<file path="src/rtl/gpio_irq_pkg.sv">
// -----------------------------------------------------------------------------
// gpio_irq_pkg
// Types and constants shared by the GPIO interrupt controller and its arbiter:
//   irq_state_t           controller FSM state
//   *_ADDR                word addresses of the software register map
//   STATUS_*_BIT          bit positions inside the STATUS word
// -----------------------------------------------------------------------------
package gpio_irq_pkg;

  typedef enum logic [1:0] {
    IDLE    = 2'd0,
    REQUEST = 2'd1,
    SERVICE = 2'd2
  } irq_state_t;

  localparam logic [1:0] PENDING_ADDR = 2'd0;
  localparam logic [1:0] MASK_ADDR    = 2'd1;
  localparam logic [1:0] STATUS_ADDR  = 2'd2;
  localparam logic [1:0] CONTROL_ADDR = 2'd3;

  // STATUS[VECTOR_WIDTH-1:0] carries the latched vector.
  localparam int STATUS_ACTIVE_BIT  = 8;
  localparam int STATUS_SERVICE_BIT = 9;

endpackage

</file>
<file path="src/rtl/gpio_irq_arbiter.sv">
// -----------------------------------------------------------------------------
// gpio_irq_arbiter
// Purely combinational pick of one eligible interrupt source.
// Build option: GPIO_IRQ_ROUND_ROBIN_EN
//   defined   -> round-robin, search starts at (last_i + 1) mod GPIO_NUMBER
//   undefined -> fixed priority, lowest index wins, last_i ignored
// Ports:
//   eligible_i  [GPIO_NUMBER]   sources allowed to request
//   last_i      [VECTOR_WIDTH]  most recently granted vector
//   winner_o    [VECTOR_WIDTH]  selected source index (0 when !valid_o)
//   valid_o                     at least one source is eligible
// -----------------------------------------------------------------------------
module gpio_irq_arbiter
  import gpio_irq_pkg::*;
#(
  parameter int GPIO_NUMBER  = 8,
  parameter int VECTOR_WIDTH = $clog2(GPIO_NUMBER)
) (
  input  logic [GPIO_NUMBER-1:0]  eligible_i,
  input  logic [VECTOR_WIDTH-1:0] last_i,
  output logic [VECTOR_WIDTH-1:0] winner_o,
  output logic                    valid_o
);

`ifdef GPIO_IRQ_ROUND_ROBIN_EN

  localparam logic [VECTOR_WIDTH:0] LAST_IDX = (VECTOR_WIDTH+1)'(GPIO_NUMBER - 1);
  localparam logic [VECTOR_WIDTH:0] ONE      = (VECTOR_WIDTH+1)'(1);

  logic [VECTOR_WIDTH:0]  rr_start;
  logic [GPIO_NUMBER-1:0] rr_rot;

  // Index arithmetic modulo GPIO_NUMBER, which need not be a power of two.
  function automatic logic [VECTOR_WIDTH-1:0] wrap_add(input logic [VECTOR_WIDTH:0] base,
                                                       input int off);
    int sum;
    sum = int'(base) + off;
    if (sum >= GPIO_NUMBER) sum = sum - GPIO_NUMBER;
    return VECTOR_WIDTH'(sum);
  endfunction

  assign rr_start = ({1'b0, last_i} >= LAST_IDX) ? '0 : {1'b0, last_i} + ONE;

  // Rotate so that bit 0 of rr_rot is the first source in search order.
  assign rr_rot = GPIO_NUMBER'({eligible_i, eligible_i} >> rr_start);

  always_comb begin
    winner_o = '0;
    valid_o  = 1'b0;
    for (int i = 0; i < GPIO_NUMBER; i++) begin
      if (!valid_o && rr_rot[i]) begin
        valid_o  = 1'b1;
        winner_o = wrap_add(rr_start, i);
      end
    end
  end

`else

  logic unused_last;
  assign unused_last = ^last_i;

  always_comb begin
    winner_o = '0;
    valid_o  = 1'b0;
    for (int i = 0; i < GPIO_NUMBER; i++) begin
      if (!valid_o && eligible_i[i]) begin
        valid_o  = 1'b1;
        winner_o = VECTOR_WIDTH'(i);
      end
    end
  end

`endif

endmodule

</file>
<file path="src/rtl/gpio_interrupt_controller.sv">
// -----------------------------------------------------------------------------
// gpio_interrupt_controller
// Rising-edge detects the interrupt lines of GPIO_NUMBER GPIO cells into sticky
// pending bits, masks and arbitrates them, and drives one vectored request to
// the CPU with a request / acknowledge / complete handshake.
// Build option: GPIO_IRQ_ROUND_ROBIN_EN selects round-robin arbitration
// (default build: fixed priority, lowest index first).
//
// Ports:
//   clk_i, rst_i               clock, asynchronous active-high reset
//   gpio_interrupt_i   [N]     interrupt_o of each GPIO cell (clk_i domain)
//   write_i                    register write strobe
//   write_address_i    [2]     register write address
//   write_data_i       [32]    register write data
//   read_address_i     [2]     register read address
//   read_data_o        [32]    register read data (combinational)
//   interrupt_o                request to CPU
//   interrupt_vector_o [VW]    source being requested / serviced
//   interrupt_ack_i            CPU accepts the request
//   interrupt_done_i           CPU finished the service routine
//
// Register map: 0 PENDING (W1C), 1 MASK (RW), 2 STATUS (RO), 3 CONTROL (RW, [0]=enable)
//
// state   | meaning
// --------+-----------------------------------------------------------
// IDLE    | no request outstanding; arbitrate eligible sources
// REQUEST | interrupt_o high, waiting for ack or for the source to vanish
// SERVICE | CPU running the handler, waiting for done
// -----------------------------------------------------------------------------
module gpio_interrupt_controller
  import gpio_irq_pkg::*;
#(
  parameter int GPIO_NUMBER  = 8,
  parameter int VECTOR_WIDTH = $clog2(GPIO_NUMBER)
) (
  input  logic                    clk_i,
  input  logic                    rst_i,
  input  logic [GPIO_NUMBER-1:0]  gpio_interrupt_i,
  input  logic                    write_i,
  input  logic [1:0]              write_address_i,
  input  logic [31:0]             write_data_i,
  input  logic [1:0]              read_address_i,
  output logic [31:0]             read_data_o,
  output logic                    interrupt_o,
  output logic [VECTOR_WIDTH-1:0] interrupt_vector_o,
  input  logic                    interrupt_ack_i,
  input  logic                    interrupt_done_i
);

  logic [GPIO_NUMBER-1:0]  prev_irq_q;
  logic [GPIO_NUMBER-1:0]  pending_q, pending_d;
  logic [GPIO_NUMBER-1:0]  mask_q, mask_d;
  logic                    enable_q, enable_d;
  irq_state_t              state_q, state_d;
  logic [VECTOR_WIDTH-1:0] vector_q, vector_d;

  logic [GPIO_NUMBER-1:0]  rise;
  logic [GPIO_NUMBER-1:0]  eligible;
  logic [VECTOR_WIDTH-1:0] winner;
  logic                    winner_valid;
  logic [VECTOR_WIDTH-1:0] last_grant;
  logic                    ack_clear;
  logic [31:0]             status_word;

  logic unused_wdata;
  assign unused_wdata = ^write_data_i;

  assign rise     = gpio_interrupt_i & ~prev_irq_q;
  assign eligible = pending_q & mask_q & {GPIO_NUMBER{enable_q}};

  gpio_irq_arbiter #(
    .GPIO_NUMBER  (GPIO_NUMBER),
    .VECTOR_WIDTH (VECTOR_WIDTH)
  ) u_arbiter (
    .eligible_i (eligible),
    .last_i     (last_grant),
    .winner_o   (winner),
    .valid_o    (winner_valid)
  );

`ifdef GPIO_IRQ_ROUND_ROBIN_EN
  logic [VECTOR_WIDTH-1:0] rr_ptr_q;

  always_ff @(posedge clk_i or posedge rst_i) begin
    if (rst_i) begin
      rr_ptr_q <= '0;
    end else if (state_q == IDLE && winner_valid) begin
      rr_ptr_q <= winner;
    end
  end

  assign last_grant = rr_ptr_q;
`else
  assign last_grant = '0;
`endif

  // ------------------------------------------------------------------ FSM
  always_comb begin
    state_d   = state_q;
    vector_d  = vector_q;
    ack_clear = 1'b0;
    unique case (state_q)
      IDLE: begin
        if (winner_valid) begin
          vector_d = winner;
          state_d  = REQUEST;
        end
      end
      REQUEST: begin
        // An ack in the same cycle the source vanishes still counts: the CPU
        // already saw interrupt_o high and committed to the handler.
        if (interrupt_ack_i) begin
          ack_clear = 1'b1;
          state_d   = SERVICE;
        end else if (!eligible[vector_q]) begin
          state_d = IDLE;
        end
      end
      SERVICE: begin
        if (interrupt_done_i) state_d = IDLE;
      end
      default: state_d = IDLE;
    endcase
  end

  // ------------------------------------------------------------ registers
  always_comb begin
    pending_d = pending_q;
    mask_d    = mask_q;
    enable_d  = enable_q;
    if (write_i) begin
      unique case (write_address_i)
        PENDING_ADDR: pending_d = pending_q & ~write_data_i[GPIO_NUMBER-1:0];
        MASK_ADDR:    mask_d    = write_data_i[GPIO_NUMBER-1:0];
        CONTROL_ADDR: enable_d  = write_data_i[0];
        default:      ;
      endcase
    end
    if (ack_clear) pending_d[vector_q] = 1'b0;
    // New edges are applied last so they win over W1C and ack-clear.
    pending_d = pending_d | rise;
  end

  always_ff @(posedge clk_i or posedge rst_i) begin
    if (rst_i) begin
      prev_irq_q <= '0;
      pending_q  <= '0;
      mask_q     <= '0;
      enable_q   <= 1'b0;
      state_q    <= IDLE;
      vector_q   <= '0;
    end else begin
      prev_irq_q <= gpio_interrupt_i;
      pending_q  <= pending_d;
      mask_q     <= mask_d;
      enable_q   <= enable_d;
      state_q    <= state_d;
      vector_q   <= vector_d;
    end
  end

  // -------------------------------------------------------------- outputs
  assign interrupt_o        = (state_q == REQUEST);
  assign interrupt_vector_o = vector_q;

  always_comb begin
    status_word                     = '0;
    status_word[VECTOR_WIDTH-1:0]   = vector_q;
    status_word[STATUS_ACTIVE_BIT]  = (state_q != IDLE);
    status_word[STATUS_SERVICE_BIT] = (state_q == SERVICE);
  end

  always_comb begin
    read_data_o = '0;
    unique case (read_address_i)
      PENDING_ADDR: read_data_o = 32'(pending_q);
      MASK_ADDR:    read_data_o = 32'(mask_q);
      STATUS_ADDR:  read_data_o = status_word;
      CONTROL_ADDR: read_data_o = {31'd0, enable_q};
      default:      read_data_o = '0;
    endcase
  end

endmodule

</file>
<file path="config.mk">
export PLATFORM = sky130hd
export DESIGN_NAME = gpio_interrupt_controller
export DESIGN_NICKNAME = d
export VERILOG_FILES = /design/src/rtl/gpio_irq_pkg.sv /design/src/rtl/gpio_irq_arbiter.sv /design/src/rtl/gpio_interrupt_controller.sv
export SDC_FILE = /design/constraint.sdc
export NUM_CORES = 1
export LEC_CHECK = 0
export CAP_MARGIN = 25
export CELL_PAD_IN_SITES_DETAIL_PLACEMENT = 1
export CELL_PAD_IN_SITES_GLOBAL_PLACEMENT = 1
export CORE_UTILIZATION = 29
export DETAILED_ROUTE_END_ITERATION = 7
export PLACE_DENSITY = 0.88
export SLEW_MARGIN = 20
export SYNTH_ARGS = -nofsm -noshare
export SYNTH_HDL_FRONTEND = slang
export SYNTH_SLANG_ARGS = --single-unit
</file>
<file path="constraint.sdc">
create_clock -name clk_i -period 1.5 [get_ports clk_i]
set_input_delay 0.15 -clock clk_i [delete_from_list [all_inputs] [get_ports clk_i]]
set_output_delay 0.15 -clock clk_i [all_outputs]
set_load 0.01 [all_outputs]
</file>
# [Yosys cells after proc, flatten, opt, wreduce, memory -nomap -nowiden]
# Cells that the tools add are included.
[totals] output_inout_bits=36 mem_bits_rw=0 word_cells=80 ff_bits=30 rom_bits=0 n_memories=0 latchBits=0 in_bits=49
[classes] mul=0 div_mod_pow=0 reduce_logical=23 n_lt_le_gt_ge=2 mux=30 n_eq_ne=10 bitwise=9 addsub=0 shift=0
[ops] operator="case mux 32 bit (4 select lines)" n=1
[ops] operator="bitwise AND 8 bit" n=5
[ops] operator="2-to-1 mux 8 bit" n=3
[ops] operator="inverter 8 bit" n=3
[ops] operator="2-to-1 mux 1 bit" n=13
[ops] operator="2-to-1 mux 2 bit" n=6
[ops] operator="2-to-1 mux 3 bit" n=4
[ops] operator="== test 2 bit (second input constant)" n=4
[ops] operator="logical AND 1 bit" n=8
[ops] operator="bitwise OR 8 bit" n=1
[ops] operator="zero test 1 bit" n=7
[ops] operator="== test 2 x 1 -> 1 bit (second input constant)" n=3
[ops] operator="zero test 2 bit" n=3
[ops] operator="case mux 2 bit (3 select lines)" n=1
[ops] operator="AND reduction 2 bit" n=3
[ops] operator="less-than comparator 3 x 4 -> 1 bit (second input constant)" n=1
[ops] operator="binary-select mux 1 bit (select 3 bit)" n=1
[ops] operator="demux 1 bit (select 3 bit)" n=1
[ops] operator=">= comparator 3 x 1 -> 1 bit (second input constant)" n=1
[ops] operator="inequality test 3 bit (second input constant)" n=1
[ops] operator="AND reduction 3 bit" n=1
[ops] operator="inequality test 2 x 1 -> 1 bit (second input constant)" n=1
[ops] operator="inequality test 2 bit (second input constant)" n=1
[ops] operator="nonzero test 2 bit" n=1

# [Logic depth before layout (Yosys ltp)]
# Gate-level depths: netlist (run 1).
[logic_depth] depth_word=26 depth_mapped=5

# [Modules after synthesis]
# From an unflattened synthesis (run 1), not the netlist that was laid out.
[unflattened] hier_cells=173 hier_area_um2=1712.9
[by_module_without_submodules] mod="gpio_interrupt_controller" cells_each=159 instances=1 area_per_inst_um2=1630.3
[by_module_without_submodules] mod="gpio_irq_arbiter" cells_each=14 instances=1 area_per_inst_um2=82.6

# [Least setup slack after synthesis (run 1)]
# Ideal clock, no wire load.
[synth_timing] kind="register to register" from="reg pending_q[2]" to="reg vector_q[0], in the netlist interrupt_vector_o[0]" period_less_slack_ns=1.312 path_stages_with_launch=5 required_time_ns=1.364 setup_time_ns=0.136 setup_slack_ns=0.188 arrival_time_ns=1.176 cell_sequence="dfrtp_1 a22o_2 o31ai_2 a221o_1 a32oi_1"
[synth_via] elab_chain_cells=20 word_cells_on_any_way=26 classes_between="mux (12); bitwise (2); reduce/logical (12)"
[synth_rtl] item="from (decl)" line_no="gpio_interrupt_controller.sv:51" source="logic [GPIO_NUMBER-1:0] pending_q, pending_d;"
[synth_rtl] item="from (signal assigned)" line_no="gpio_interrupt_controller.sv:154" source="pending_q <= pending_d;"
[synth_rtl] item="bitwise AND 8 bit * (2 in a row)" line_no="gpio_interrupt_controller.sv:69" source="assign eligible = pending_q & mask_q & {GPIO_NUMBER{enable_q}};"
[synth_rtl] item="logical AND 1 bit *" line_no="gpio_irq_arbiter.sv:67" source="if (!valid_o && eligible_i[i]) begin"
[synth_rtl] item="2-to-1 mux 1 bit" line_no="gpio_irq_arbiter.sv:67"
[synth_rtl] item="zero test 1 bit" line_no="gpio_irq_arbiter.sv:67"
[synth_rtl] item="logical AND 1 bit" line_no="gpio_irq_arbiter.sv:67"
[synth_rtl] item="2-to-1 mux 1 bit" line_no="gpio_irq_arbiter.sv:67"
[synth_rtl] item="zero test 1 bit" line_no="gpio_irq_arbiter.sv:67"
[synth_rtl] item="logical AND 1 bit" line_no="gpio_irq_arbiter.sv:67"
[synth_rtl] item="[3 not listed]"
[synth_rtl] item="2-to-1 mux 1 bit" line_no="gpio_irq_arbiter.sv:67"
[synth_rtl] item="zero test 1 bit" line_no="gpio_irq_arbiter.sv:67"
[synth_rtl] item="logical AND 1 bit" line_no="gpio_irq_arbiter.sv:67"
[synth_rtl] item="2-to-1 mux 1 bit" line_no="gpio_irq_arbiter.sv:67"
[synth_rtl] item="zero test 1 bit" line_no="gpio_irq_arbiter.sv:67"
[synth_rtl] item="logical AND 1 bit" line_no="gpio_irq_arbiter.sv:67"
[synth_rtl] item="2-to-1 mux 1 bit" line_no="gpio_irq_arbiter.sv:67"
[synth_rtl] item="AND reduction 2 bit (no line)"
[synth_rtl] item="to (signal assigned)" line_no="gpio_interrupt_controller.sv:158" source="vector_q <= vector_d;"
[synth_rtl] item="to (decl)" line_no="gpio_interrupt_controller.sv:55" source="logic [VECTOR_WIDTH-1:0] vector_q, vector_d;"
# Every way passes the cells marked *; elsewhere a longest branch is shown, timed or not.
# A chain may end at the register's enable or synchronous reset.

# [Worst setup path in the final report (run 1)]
[layout_timing] from="reg mask_q[4]" to="reg vector_q[0], in the netlist interrupt_vector_o[0]"
[layout_via] elab_chain_cells=14 word_cells_on_any_way=18 classes_between="mux (8); bitwise (2); reduce/logical (8)"
[layout_rtl] item="from (decl)" line_no="gpio_interrupt_controller.sv:52" source="logic [GPIO_NUMBER-1:0] mask_q, mask_d;"
[layout_rtl] item="from (signal assigned)" line_no="gpio_interrupt_controller.sv:155" source="mask_q <= mask_d;"
[layout_rtl] item="bitwise AND 8 bit * (2 in a row)" line_no="gpio_interrupt_controller.sv:69"
[layout_rtl] item="logical AND 1 bit *" line_no="gpio_irq_arbiter.sv:67"
[layout_rtl] item="2-to-1 mux 1 bit" line_no="gpio_irq_arbiter.sv:67"
[layout_rtl] item="zero test 1 bit" line_no="gpio_irq_arbiter.sv:67"
[layout_rtl] item="logical AND 1 bit" line_no="gpio_irq_arbiter.sv:67"
[layout_rtl] item="2-to-1 mux 1 bit" line_no="gpio_irq_arbiter.sv:67"
[layout_rtl] item="zero test 1 bit" line_no="gpio_irq_arbiter.sv:67"
[layout_rtl] item="logical AND 1 bit" line_no="gpio_irq_arbiter.sv:67"
[layout_rtl] item="2-to-1 mux 1 bit" line_no="gpio_irq_arbiter.sv:67"
[layout_rtl] item="zero test 1 bit" line_no="gpio_irq_arbiter.sv:67"
[layout_rtl] item="logical AND 1 bit" line_no="gpio_irq_arbiter.sv:67"
[layout_rtl] item="2-to-1 mux 1 bit" line_no="gpio_irq_arbiter.sv:67"
[layout_rtl] item="AND reduction 2 bit (no line)"
# Marked as above.

==> results of run 1 <==
## path summary, 6_finish.rpt
path	start	endpoint	cells after the start
worst max-delay path	mask_q[4]	interrupt_vector_o[0]	5
worst min-delay path	rst_i	pending_q[1]	3
worst max register to register	mask_q[4]	interrupt_vector_o[0]	5
worst min register to register	prev_irq_q[4]	pending_q[4]	1
max in group asynchronous	rst_i	pending_q[2]	3
min in group clk_i	gpio_interrupt_i[3]	prev_irq_q[3]	1
## cell families (layout without fill, tap and decap cells)
family	Yosys count	count (layout)
muxes	17	17
and+or+nand+nor	46	46
buffers and inverters	38	79
other	1	22
DFF	30	30
AOI/OAI and AO/OA	41	41
## layout make-up
cell class | count | area [µm²]
sequential | 30 | 752
multi-input combinational | 126 | 835
timing repair buffer | 59 | 549
inverter | 12 | 48.8
clock buffer | 8 | 110
fill | 661 | 3190
tap | 72 | 90.1
## metrics by stage
step                      area, µm²  utilization (%)  total power [mW]  cells
after floorplan                1780                -              1.96    194
after global placement         2190             39.3              2.55    293
final                          2380             42.8              3.45    307
after detailed placement       2190             39.3              2.58    293
after global routing           2380             42.8              3.66    307
after CTS                      2340             42.0              3.39    307
## cells in the mapped netlist, types with 2 or more instances
master / number
nand2_1: 18
o211ai_1: 7
clkbuf_1: 2
a21oi_1: 4
mux2i_1: 7
nand4_1: 2
o21ai_1: 2
mux2_2: 9
o21ai_0: 12
nor2_1: 8
a22o_2: 3
inv_1: 12
dfrtp_1: 30
o311ai_1: 2
nand3b_1: 2
nand3_1: 7
nand2b_1: 2
buf_4: 22
## power by group through the flow
stage	registers, mW	clock network [mW]	logic (mW)
after floorplan	1.17	0	0.783
final	1.14	0.776	1.54
after detailed placement	1.16	0	1.41
after global routing	1.16	0.827	1.67
after global placement	1.15	0	1.40
after CTS	1.12	0.787	1.48
## worst max-delay path: cells and delay by family (launching register included)
| kind | cells | cell delay [ns] |
|---|---|---|
| flip-flops | 1 | 0.39 |
| buffers and inverters | 1 | 0.16 |
| AO/OA/AOI/OAI | 4 | 0.79 |
## repair_timing
action	in CTS	in global routing
gates resized for setup	22	13
gates cloned	0	0
endpoints found under the hold margin	0	0
buffers inserted	6	1
endpoints found under the setup margin	13	9
pin swaps	0	5
## layer usage
| metal | share of wire [%] | GRT usage, % | routed length [µm] |
|---|---|---|---|
| met1 | 47 | 21.9 | 2180 |
| met2 | 47 | 26.2 | 2220 |
| met3 | 4.6 | 3.26 | 217 |
| met4 | 1.3 | 6.48 | 61 |
| met5 | 0 | 0 | 0 |
## state kept, by name, indices dropped and copies added, names as in the netlist
name,count
state_q,2
pending_q,8
mask_q,8
interrupt_vector_o,3
prev_irq_q,8
enable_q,1
==> run_results.csv, run 1 <==
group,metric,value,unit
status,status,"finished clean",
power_and_ir_drop,ir_drop,0.526,mV
synth,synth-adder-area-share,0,%
synth,synth-edff-count,0,
synth,yosysWarnings,0,
floorplanning,rows,27,
synth,async_reset_ff_share,100,%
sta,finClkSkew,0.00539,ns
power_and_ir_drop,power_frac_seq,33.0,%
synth,synth_top_family_by_area,"compound AO/OA/AOI/OAI gates",
synth,synth_top_area_share,44.0,%
power_and_ir_drop,power.switching,1.27,mW
sta,maxSlewViolCount,0,
cts,cts_htree_levels,2,
power_and_ir_drop,swShare,36.9,%
flow_run,drv_cap,0,
sta,rsz0062_at_grt,"true",
power_and_ir_drop,power.density,1450,nW/µm²
cells_and_area,antennaDiodeCount,0,
cells_and_area,layout.nets,283,
floorplanning,die_h,78.7,µm
global_route,grt_max_degree,31,
placed_design,place_ws,-0.461,ns
synth,synth_simple_gate_area_share,13.3,%
routing,viasPerCell,4.81,
floorplanning,start_util,30.6,%
floorplanning,die_area,6190,µm²
routing,drtIter0Drc,71,
worst_setup_path,r2r_slack,0.02,ns
synth,synth_cells,173,
sta,period_share,98.4,%
synth,syn_area_per_cell,9.86,µm²
floorplanning,die_w,78.7,µm
global_route,antenna_found_initial,0,
worst_setup_path,required,1.65,ns
worst_setup_path,crit_path_max_fanout,4,
synth,synth_xor_area_share,0,%
worst_setup_path,critPathMaxStageDelay,0.39,ns
cts,cts_root_buf,"clkbuf_8",
routing,wl_per_cell,15.2,µm
sta,whs,0.242,ns
cts,clk_pin_slew,0.07,ns
floorplanning,core,5570,µm²
synth,synthTopCellsByArea,"dfrtp_1 (44%), buf_4 (9.7%), mux2_2 (5.9%), mux2i_1 (4.1%), nand2_1 (4.0%)",
synth,synth_seq_cells,30,
routing,ant_nets,0,
global_route,grt_pass1_vias,1500,
synth,ys_seq_area_share,44.0,%
worst_setup_path,path_cells,"buf_4 > a22o_4 > o31ai_4 > a221o_1 > a32oi_2",
hold_path,hp-class,"input port to async pin",
placed_design,hpwlAfterDp,3520,µm
synth,synth_area_leader_cell,"dfrtp_1",
cts,clkSinkCount,30,
cells_and_area,final_common_cell,"dfrtp_1",
power_and_ir_drop,pwr-share-comb,44.5,%
global_route,grt_usage,16.5,%
power_and_ir_drop,p_leak,1.08,nW
cts,clk_path_buf_depth,2,
placed_design,io_buffer_count,38,
synth,synth_ff_type,"dfrtp_1",
cells_and_area,mostFrequentLayoutCells,"dfrtp_1 (29), conb_1 (22), clkdlybuf4s50_1 (22), nand2_1 (18), buf_4 (17)",
worst_setup_path,crit_type,"flop to flop",
sta,fmax,678,MHz
power_and_ir_drop,p_clk_share,22.5,%
routing,drtPass1Iterations,4,
power_and_ir_drop,internal-power,2.18,mW
synth,synth_cell_types,40,
placed_design,gp_congestion,0.920,
synth,synthMuxAreaShare,11.4,%
worst_setup_path,start_kind,"flop",
routing,vias,1477,
cts,cts_buffers,5,
sta,setup_viol,0,
cts,cts_tree,"built",
sta,timing.setup.tns,0,ns
sta,finalHoldViolations,0,
global_route,grt_overflow_total,0,
sta,fin_ws,0.0243,ns
routing,drc_errors,0,
synth,synth_compound_area_share,17.2,%
cts,insertion_delay,0.29,ns
worst_setup_path,crit_arrival,1.63,ns
global_route,grt_pass1_wl,7610,µm
worst_setup_path,crit_slowest_cell,"dfrtp_1",
floorplanning,ios,85,
cts,holdBufCountCts,0,
synth,syn_area,1710,µm²
routing,wl,4680,µm
worst_setup_path,crit_path_end_kind,"flop",
sta,min_period,1.48,ns
cells_and_area,synthToLayoutAreaGrowth,39.8,%
cells_and_area,drive_gt1_share,23.4,%
No activity file was read; power rests on OpenSTA's default activity.
==> inputs of run 2 (changes only) <==
CORE_MARGIN = 10   (was not set)
==> run 2 against run 1 <==
Register-to-register slack improved by 0.06 ns. Flip-flop and latch count is the same. Sequential share of layout area grew 0.99 points. Global-route usage is 5.4 points lower. Sequential power about the same. Maximum frequency up 2.4%. Total power fell by 6.9%. Clock-buffer cell count fell by 1. Cell count decreased by 0.65%.
==> run_results.csv, run 2 (synthesized netlist as in run 1, its figures left out) <==
group,metric,value,unit
status,status,"finished clean",
global_route,antenna_found_initial,0,
global_route,grt_usage,11.1,%
cts,cts_tree,"built",
cells_and_area,multiInputGateArea,818,µm²
sta,maxSlewViolCount,0,
worst_setup_path,reg2reg_from,"pending_q[4]",
cts,cts_buffers,5,
power_and_ir_drop,fin_total_pwr,3.21,mW
placed_design,io_buffer_count,38,
routing,wl_per_cell,17.2,µm
power_and_ir_drop,pwr-share-comb,45.8,%
power_and_ir_drop,p_clk_share,18.8,%
sta,fin_ws,0.0585,ns
cts,clk_path_buf_depth,2,
placed_design,gp_congestion,0.923,
power_and_ir_drop,power_frac_seq,35.4,%
cts,clkSinkCount,30,
sta,timing.setup.tns,0,ns
floorplanning,die_w,96.7,µm
sta,finalHoldViolations,0,
placed_design,place_area,2200,µm²
power_and_ir_drop,power.density,1390,nW/µm²
routing,vias,1461,
sta,fmax,694,MHz
routing,ant_nets,0,
cts,clk_pin_slew,0.06,ns
cells_and_area,final_cell_count_no_fill,305,
power_and_ir_drop,power.switching,1.23,mW
worst_setup_path,worstRegToRegCells,5,
placed_design,hpwlAfterDp,4100,µm
cells_and_area,layout.nets,282,
floorplanning,core,5610,µm²
cts,insertion_delay,0.28,ns
cells_and_area,regArea,751,µm²
power_and_ir_drop,internal-power,1.98,mW
floorplanning,die_area,9350,µm²
flow_run,drv_cap,0,
global_route,grt_pass1_vias,1634,
cells_and_area,largest_registers,"mask_q x8, pending_q x8, prev_irq_q x8",
sta,rsz0062_at_grt,"true",
placed_design,place_ws,-0.476,ns
cells_and_area,synthToLayoutAreaGrowth,35.4,%
worst_setup_path,crit_type,"flop to primary output",
cells_and_area,drive_gt1_share,21.5,%
cells_and_area,antennaDiodeCount,0,
worst_setup_path,start_kind,"flop",
cells_and_area,mostFrequentLayoutCells,"dfrtp_1 (30), conb_1 (22), clkdlybuf4s50_1 (22), buf_4 (19), nand2_1 (18)",
hold_path,hp-class,"input port to async pin",
cells_and_area,finalInstanceArea,2310,µm²
cts,cts_htree_levels,2,
floorplanning,rows,27,
worst_setup_path,crit_arrival,1.29,ns
power_and_ir_drop,p_leak,1.05,nW
cells_and_area,final_common_cell,"dfrtp_1",
worst_setup_path,timing.rr.end,"interrupt_vector_o[0]",
power_and_ir_drop,ir_drop,0.466,mV
floorplanning,die_h,96.7,µm
worst_setup_path,crit_path_max_fanout,5,
sta,min_period,1.44,ns
floorplanning,start_util,30.4,%
sta,setup_viol,0,
sta,period_share,96.1,%
routing,viasPerCell,4.79,
routing,drc_errors,0,
routing,drtPass1Iterations,6,
power_and_ir_drop,swShare,38.4,%
routing,wl,5240,µm
floorplanning,ios,85,
global_route,grt_max_degree,31,
cells_and_area,fillers,674,
worst_setup_path,required,1.35,ns
global_route,grt_pass1_wl,8510,µm
placed_design,dp.cells,294,
global_route,grt_overflow_total,0,
cts,cts_root_buf,"clkbuf_8",
sta,finClkSkew,0.00481,ns
worst_setup_path,crit_path_end_kind,"primary output",
routing,drtIter0Drc,109,
worst_setup_path,r2r_slack,0.08,ns
-- run 2: worst max path at each step --
stage | startpoint | end | slack [ns] | cells after the start
5_1_grt | pending_q[4] | interrupt_vector_o[0] | -0.03 | 5
2_1_floorplan | pending_q[2] | interrupt_vector_o[0] | 0.19 | 4
6_report | state_q[0] | interrupt_o | 0.06 | 2
4_1_cts | pending_q[0] | interrupt_vector_o[0] | 0.009 | 5
3_3_place_gp | read_address_i[0] | read_data_o[2] | -0.42 | 5
3_5_place_dp | read_address_i[0] | read_data_o[1] | -0.48 | 5
-- run 2: layout make-up --
class,instances,share of cell area (%)
well taps,72,3.90
multi-input cells,126,35.4
clock buffers,7,3.31
inverters,12,1.95
repair buffers,58,22.9
flip-flops and latches,30,32.5
-- run 2: worst max-delay path, stage by stage, from the launching register on --
cell and delay (ns):
dfrtp_1 0.44, and2b_1 0.27, dlygate4sd2_1 0.30
-- run 2: stage by stage --
| step | hold slack [ns] | utilization, % |
|---|---|---|
| after floorplan | 0.181 | - |
| final | 0.245 | 41.2 |
| after detailed placement | 0.404 | 39.2 |
| after global placement | 0.396 | 39.2 |
| after CTS | 0.256 | 40.7 |
| after global routing | 0.276 | 41.2 |
-- run 2: routing by layer --
metal	vias to the layer above	wire length [µm]	share of wire, %	global-route usage [%]
li1	689	-	-	-
met1	708	2240	43	12.8
met2	56	2480	47	18.1
met3	8	415	7.9	4.26
met4	0	104	2.0	4.06
met5	-	0	0	0
-- run 2: timing repair --
item / 4_1_cts / 5_1_grt
gates resized for setup: 23 / 6
setup endpoints to repair: 14 / 9
hold buffers: 0 / 0
gates cloned: 0 / 0
pin swaps: 0 / 2
buffers inserted: 4 / 0
-- run 2: power by group through the flow --
stage / logic [mW] / clock network [mW] / registers (mW)
finish: 1.47 / 0.605 / 1.14
global route: 1.61 / 0.662 / 1.16
CTS: 1.44 / 0.621 / 1.13
detailed placement: 1.43 / 0 / 1.17
global placement: 1.39 / 0 / 1.15
floorplan: 0.783 / 0 / 1.17
